--- config.mk ---
export PLATFORM = sky130hd
export DESIGN_NAME = mac_frame_arbiter
export DESIGN_NICKNAME = d
export VERILOG_FILES = /design/src/rtl/mac_frame_arbiter.sv
export SDC_FILE = /design/constraint.sdc
export NUM_CORES = 1
export LEC_CHECK = 0
export CAP_MARGIN = 20
export CORE_ASPECT_RATIO = 0.5
export CORE_UTILIZATION = 37
export CTS_CLUSTER_SIZE = 24
export DETAILED_ROUTE_END_ITERATION = 12
export GPL_TIMING_DRIVEN = 0
export PLACE_DENSITY = 0.86
export SYNTH_ARGS = -nofsm -noshare
export SYNTH_HDL_FRONTEND = slang
export SYNTH_SLANG_ARGS = --single-unit
--- constraint.sdc ---
create_clock -name clock -period 3 [get_ports clock]
set_input_delay 0.75 -clock clock [delete_from_list [all_inputs] [get_ports clock]]
set_output_delay 0.75 -clock clock [all_outputs]
set_load 0.02 [all_outputs]
--- src/rtl/mac_frame_arbiter.sv ---
// Round-robin frame arbiter: locks one requester per frame onto a registered, id-tagged MAC operand stream.
// Optional MAC_ARB_PRIO_EN: requester 0 wins every arbitration it requests; the others rotate among themselves.
module mac_frame_arbiter #(
    parameter int INT_A  = 6,
    parameter int FRAC_A = 8,
    parameter int INT_B  = 6,
    parameter int FRAC_B = 8,
    parameter int NREQ   = 4,
    parameter int IDW    = 2
) (
    input  logic                             clock,
    input  logic                             reset,
    input  logic [NREQ*(INT_A+FRAC_A)-1:0]   s_a_data,
    input  logic [NREQ*(INT_B+FRAC_B)-1:0]   s_b_data,
    input  logic [NREQ-1:0]                  s_valid,
    input  logic [NREQ-1:0]                  s_last,
    output logic [NREQ-1:0]                  s_ready,
    output logic [INT_A+FRAC_A-1:0]          m_a_data,
    output logic [INT_B+FRAC_B-1:0]          m_b_data,
    output logic                             m_valid,
    output logic                             m_last,
    output logic [IDW-1:0]                   m_id,
    input  logic                             m_ready,
    output logic                             busy
);
    localparam int WA = INT_A + FRAC_A;
    localparam int WB = INT_B + FRAC_B;

    typedef enum logic {IDLE, LOCKED} state_t;

    state_t         state_q, state_d;
    logic [IDW-1:0] grant_q, grant_d;
    logic [IDW-1:0] last_grant_q, last_grant_d;
    logic           m_valid_q, m_valid_d;
    logic           m_last_q, m_last_d;
    logic [IDW-1:0] m_id_q, m_id_d;
    logic [WA-1:0]  m_a_q, m_a_d;
    logic [WB-1:0]  m_b_q, m_b_d;

    logic [NREQ-1:0]   arb_req;
    logic [2*NREQ-1:0] arb_dbl;
    logic [NREQ-1:0]   arb_rot;
    logic [IDW-1:0]    arb_pick;
    logic              arb_found;

    logic           out_free;
    logic           accept;
    logic           sel_valid;
    logic           sel_last;
    logic [WA-1:0]  sel_a;
    logic [WB-1:0]  sel_b;

    always_comb begin
        arb_req = s_valid;
`ifdef MAC_ARB_PRIO_EN
        if (s_valid[0]) begin
            arb_req = {{(NREQ-1){1'b0}}, 1'b1};
        end
`endif
    end

    // Rotate so that bit 0 is the requester just after last_grant; the IDW-bit
    // wrap of last_grant+1 still lands on a correct rotation for every NREQ.
    always_comb begin
        arb_dbl   = {arb_req, arb_req} >> (last_grant_q + 1'b1);
        arb_rot   = arb_dbl[NREQ-1:0];
        arb_found = 1'b0;
        arb_pick  = '0;
        for (int i = 0; i < NREQ; i++) begin
            if (!arb_found && arb_rot[i]) begin
                arb_found = 1'b1;
                arb_pick  = IDW'((int'(last_grant_q) + 1 + i) % NREQ);
            end
        end
    end

    assign sel_valid = s_valid[grant_q];
    assign sel_last  = s_last[grant_q];
    assign sel_a     = s_a_data[grant_q*WA +: WA];
    assign sel_b     = s_b_data[grant_q*WB +: WB];

    assign out_free  = !m_valid_q || m_ready;
    assign accept    = (state_q == LOCKED) && sel_valid && out_free;

    always_comb begin
        s_ready = '0;
        if (state_q == LOCKED && !reset) begin
            s_ready[grant_q] = out_free;
        end
    end

    always_comb begin
        state_d      = state_q;
        grant_d      = grant_q;
        last_grant_d = last_grant_q;
        m_valid_d    = m_valid_q && !m_ready;
        m_last_d     = m_last_q;
        m_id_d       = m_id_q;
        m_a_d        = m_a_q;
        m_b_d        = m_b_q;
        case (state_q)
            IDLE: begin
                if (arb_found) begin
                    grant_d = arb_pick;
                    state_d = LOCKED;
                end
            end
            LOCKED: begin
                if (accept) begin
                    m_valid_d = 1'b1;
                    m_last_d  = sel_last;
                    m_id_d    = grant_q;
                    m_a_d     = sel_a;
                    m_b_d     = sel_b;
                    if (sel_last) begin
                        last_grant_d = grant_q;
                        state_d      = IDLE;
                    end
                end
            end
            default: state_d = IDLE;
        endcase
    end

    always_ff @(posedge clock) begin
        if (reset) begin
            state_q      <= IDLE;
            grant_q      <= '0;
            last_grant_q <= IDW'(NREQ - 1);
            m_valid_q    <= 1'b0;
            m_last_q     <= 1'b0;
            m_id_q       <= '0;
            m_a_q        <= '0;
            m_b_q        <= '0;
        end else begin
            state_q      <= state_d;
            grant_q      <= grant_d;
            last_grant_q <= last_grant_d;
            m_valid_q    <= m_valid_d;
            m_last_q     <= m_last_d;
            m_id_q       <= m_id_d;
            m_a_q        <= m_a_d;
            m_b_q        <= m_b_d;
        end
    end

    assign m_a_data = m_a_q;
    assign m_b_data = m_b_q;
    assign m_valid  = m_valid_q;
    assign m_last   = m_last_q;
    assign m_id     = m_id_q;
    assign busy     = (state_q == LOCKED);

endmodule

### Yosys cells after proc, flatten, opt, wreduce, memory -nomap -nowiden

Index checks and enable logic that the tools add are counted.

| word-level totals | value |
|---|---|
| bits in registers | 37 |
| bits of input ports | 123 |
| output and inout port bits | 37 |
| word-level logic and storage cells | 60 |

| operators by class | value |
|---|---|
| add/sub/neg operators | 5 |
| $mul | 1 |
| $lt $le $gt $ge | 2 |
| shifts and indexed selects | 3 |
| mux-type cells | 21 |
| bitwise operators | 2 |
| reduce and logical (&&, ||, !) cells | 18 |

Operator list:

| operator | count |
|---|---|
| 56-bit by 7-bit indexed part select with 14-bit output | 2 |
| 1-bit 2-to-1 mux | 12 |
| 1-bit logical AND | 8 |
| 2-bit 2-to-1 mux | 4 |
| 8-bit by 2-bit >> shifter with 4-bit output | 1 |
| 2-bit adder (second input constant) | 3 |
| 1-bit zero test | 6 |
| 2-bit by 3-bit multiplier with 5-bit output (second input constant) | 1 |
| 2-bit by 1-bit adder with 2-bit output (second input constant) | 2 |
| 4-bit AND | 1 |
| 1-bit binary-select mux with 2-bit select | 2 |
| 4-bit 2-to-1 mux | 1 |
| 2-bit AND reduction | 2 |
| 2-bit by 3-bit < comparator with 1-bit output (second input constant) | 1 |
| 3-bit AND reduction | 1 |
| 1-bit demux with 2-bit select | 1 |
| 2-bit by 1-bit greater-or-equal comparator with 1-bit output (second input constant) | 1 |
| 1-bit one-hot mux with 2 select lines | 1 |
| 1-bit logical OR | 1 |
| 1-bit inverter | 1 |

### Longest topological paths before layout

| logic depth | value |
|---|---|
| word-level depth | 14 |
| depth in mapped cells | 5 |
| mapped depth without buffers | 4 |

### Least setup slack after synthesis

Ideal clock, no wire load.

| timing | value |
|---|---|
| path type | input to output |
| start point | input port m_ready |
| end point | output port s_ready[1] |
| arrival time | 1.717 ns |
| data required time | 2.250 ns |
| path slack | 0.533 ns |
| stages | 3 |
| buffers on the path | 0 |
| cell sequence | nand2b_1 > nand2_1 > nor4b_1 |

| between the ends | value |
|---|---|
| cells in the longest elaborated chain, start to end | 3 |

Ends and longest elaborated chain:

| item | line | source |
|---|---|---|
| start, declared | 23 | `input logic m_ready,` |
| 1-bit logical OR | 82 | `assign out_free = !m_valid_q \|\| m_ready;` |
| 4-bit AND (no source line) | -- |  |
| 4-bit 2-to-1 mux | 87 | `if (state_q == LOCKED && !reset) begin` |
| end, declared | 17 | `output logic [NREQ-1:0] s_ready,` |

Every way passes these cells.

### Worst setup path after layout

| timing | value |
|---|---|
| start point | input port reset |
| end point | output port s_ready[0] |

| between the ends | value |
|---|---|
| cells in the longest elaborated chain, start to end | 3 |

Ends and longest elaborated chain:

| item | line | source |
|---|---|---|
| start, declared | 12 | `input logic reset,` |
| 1-bit zero test | 87 |  |
| 1-bit logical AND | 87 |  |
| 4-bit 2-to-1 mux | 87 |  |

Every way passes these cells.

==> results_tabular.tex <==
\begin{tabular}{lr}
\hline
Metric & Value \\
\hline
\multicolumn{2}{l}{\textbf{Final layout}} \\
Cell Count, Final, Fillers Out & 467 \\
Layout cells sized above 1 & 14.21\% \\
N\_diodes & 0 \\
Synthesis-to-layout area growth & 83.52\% \\
Final core occ & 72.03\% \\
\# nets final & 516 \\
\multicolumn{2}{l}{\textbf{Logic synthesis}} \\
Syn avg cell area & 9.701 sq um \\
Top cell type's share of synthesized area & 33.64\% \\
Synth Area in Compound Gates & 13.12\% \\
Number of different library cells in the post-synthesis netlist & 30 \\
Sequential area share after synthesis & 33.64\% \\
Top cells by area, synth & dfxtp\_1 34\%, mux4\_2 30\%, nand2\_1 11\% \\
Top cell type by total area after synthesis & dfxtp\_1 \\
Leading post-synthesis cells by instance count & 62 x nand2\_1, 37 x dfxtp\_1, 34 x a21oi\_1 \\
Fraction of synthesized cell area in xor and xnor cells & 0\% \\
Cell count after synthesis & 227 \\
Largest family of logic cells by synthesized area & multiplexers \\
Asr flop ratio synth & 0\% \\
Most frequently used cell type in the post-synthesis netlist & nand2\_1 \\
Number of synthesized flops with an enable pin & 0 \\
Main flop type after synthesis & dfxtp\_1 \\
Synth Register Bits & 37 \\
Net count after synthesis & 350 \\
Portion of netlist area occupied by mux cells & 31.99\% \\
Adder and majority cell fraction of the synthesized area & 0\% \\
Synthesized-area fraction occupied by and/or/nand/nor cells & 15.51\% \\
Post-synthesis instance area & 0.002202 sq mm \\
Warnings, synthesis & 0 \\
\multicolumn{2}{l}{\textbf{GRT}} \\
Maximum number of pins on one net before global-route repair & 12 \\
First-pass GRT wire length & 12.94 mm \\
Overall routing resource usage & 26.88\% \\
Initial antenna violation count & 0 \\
Sum of overflow across all layers after global routing & 0 \\
Via count of the first global-routing pass & 2,655 \\
\multicolumn{2}{l}{\textbf{STA}} \\
\# setup viols final & 0 \\
Post-route worst setup slack & 0.08467 ns \\
Number of hold violations in the final report & 0 \\
Slew of the pin with the lowest slew margin & 0.5051 ns \\
Shortest clock period the worst path allows after layout & 2.915 ns \\
Unrepaired setup endpoints after global routing & false \\
Setup TNS & 0 ns \\
Max-slew headroom at the worst pin & 66.33\% \\
Final Max Slew Viols & 0 \\
Period utilization & 97.18\% \\
Setup clock skew after layout & 0.003343 ns \\
Highest achievable clock rate & 343.0 MHz \\
\multicolumn{2}{l}{\textbf{Placement}} \\
Cell Count Post-Placement & 459 \\
Buffers on Ports & 159 \\
Post-place setup slack & -0.2495 ns \\
Post-DP HPWL & 6.394 mm \\
GPL Wtd Cong & 0.9147 \\
\multicolumn{2}{l}{\textbf{Clocking}} \\
Cell chosen for the clock root & clkbuf\_16 \\
Maximum root-to-sink buffer count & 2 \\
Total clock sinks & 37 \\
Maximum level of the CTS H-tree & 2 \\
Number of gates given a new drive strength after cts & 4 \\
Post-CTS Setup Inserts & 0 \\
Clock transition at the register clock pins on the worst setup and hold paths after CTS & 0.06 ns \\
Clock latency of the later-clocked register in the worst-skew pair & 0.29 ns \\
TritonCTS clock tree & yes \\
Post-cts hold buffer count & 0 \\
Num CTS Buffers & 5 \\
\multicolumn{2}{l}{\textbf{Setup path}} \\
Crit path DAT & 2.17 ns \\
Setup crit start & reset \\
Crit path kind & in2out \\
Startpoint type of the worst setup path & input port \\
Category of the worst setup path capture point & output pin \\
Crit Path Max Fanout & 10 \\
Worst Path Required & 2.25 ns \\
Startpoint of the most critical register-to-register path & grant\_q[0]\$\_SDFFE\_PP0P\_ \\
\multicolumn{2}{l}{\textbf{Power}} \\
PD cells & 416.5 mW/mm\^{}2 \\
Worst VDD drop & 0.2461 mV \\
Leakage power figure & 0.001449 uW \\
\multicolumn{2}{l}{\textbf{Floorplan}} \\
Row count & 19 \\
Die Ht & 56.55 um \\
Initial core utilization & 39.25\% \\
Die area & 0.006283 sq mm \\
I/O pin total & 160 \\
Floorplan die width & 111.1 um \\
Area of the core region & 0.005610 sq mm \\
\multicolumn{2}{l}{\textbf{Route}} \\
DRC marker count from the first detailed-route iteration & 113 \\
Final routed wire length divided by cell count & 17.49 um \\
Via count & 2,516 \\
Drt drc & 4 \\
Detailed-route vias per instance & 5.388 \\
Total wirelength of the detailed-routed design & 8.167 mm \\
Detailed Routing Iterations Pass 1 & 9 \\
Number of nets with antenna violations after routing & 0 \\
\multicolumn{2}{l}{\textbf{Run status}} \\
Violated checks & design-rule violations \\
Run status & finished, violations left \\
\multicolumn{2}{l}{\textbf{Flow run}} \\
Total of max-cap violations & 0 \\
\multicolumn{2}{l}{\textbf{Worst hold path}} \\
Hold Path Class & reg2reg \\
HP Start & m\_b\_data[8]\$\_SDFFE\_PP0P\_ \\
\hline
\end{tabular}
-- routing by layer --
| layer | GRT usage (%) | part of all wire, % | vias to the layer above |
|---|---|---|---|
| li1 | - | - | 1166 |
| met1 | 29.81 | 38 | 1218 |
| met5 | 0 | 0 | - |
| met2 | 50.13 | 53 | 103 |
| met4 | 11.97 | 3.4 | 0 |
| met3 | 6.156 | 5.8 | 29 |
-- cells in the final DEF, fill, tap and decap left out, types with 2 or more instances in the layout --
cell	Yosys	routed
a21oi_1	34	34
a311oi_1	2	2
a31oi_1	3	3
buf_2	8	8
buf_4	5	5
clkbuf_1	5	5
clkbuf_16	0	5
clkbuf_8	0	2
clkdlybuf4s50_1	0	155
dfxtp_1	37	37
dlygate4sd2_1	0	2
inv_1	5	5
mux2i_1	4	4
mux4_2	29	29
nand2_1	62	62
nand2b_1	2	2
nor2_1	6	6
nor4_1	3	3
o21ai_0	6	6
-- power breakdown --
| group | switching, uW | internal (uW) | leakage, uW |
|---|---|---|---|
| registers | 22.0 | 530 | 0.000302 |
| logic | 234 | 336 | 0.00107 |
| clock network | 209 | 352 | 0.0000799 |
-- flip-flops by register name, indices dropped and copies added, names as in the netlist --
register,flops
busy,1
grant_q,2
last_grant_q,2
m_a_data,14
m_b_data,14
m_id,2
m_last,1
m_valid,1
-- through the flow --
stage                     hold slack, ns  total power (uW)  area [sq um]
final                             0.4537              1683          4041
after global routing              0.4757              1741          4041
after CTS                         0.4554              1680          4038
after detailed placement          0.4480              1127          3885
after global placement            0.4422              1110          3885
after floorplan                   0.4791             840.7          2202
-- cells by family (layout without fill, tap and decap cells) --
| logic type | Yosys count | after routing |
|---|---|---|
| AO/OA/AOI/OAI | 52 | 52 |
| buffers and inverters | 24 | 191 |
| flip-flops | 37 | 37 |
| multiplexers | 34 | 34 |
| AND/OR/NAND/NOR | 80 | 80 |
-- worst paths after layout --
path,end,slack [ns],cells past startpoint
setup / recovery,s_ready[0],0.08,4
hold / removal,m_b_data[8]$_SDFFE_PP0P_,0.45,2
setup reg to reg,last_grant_q[1]$_SDFFE_PP1P_,1.32,5
hold reg to reg,m_b_data[8]$_SDFFE_PP0P_,0.45,2
-- area by class of cell --
class / count / area [sq um]
Buffer: 19 / 107.6
Clock buffer: 7 / 152.6
Clock inverter: 1 / 5.005
Fill cell: 404 / 1569
Inverter: 5 / 18.77
Multi-Input combinational cell: 166 / 1341
Sequential cell: 37 / 740.7
Tap cell: 73 / 91.34
Timing Repair Buffer: 159 / 1584
-- worst max-delay path, cell delays in order --
cell             delay (ns)
clkdlybuf4s50_1        0.48
clkbuf_1               0.27
nor4_1                 0.28
dlygate4sd2_1          0.38
(Power assumes the default switching activity.)
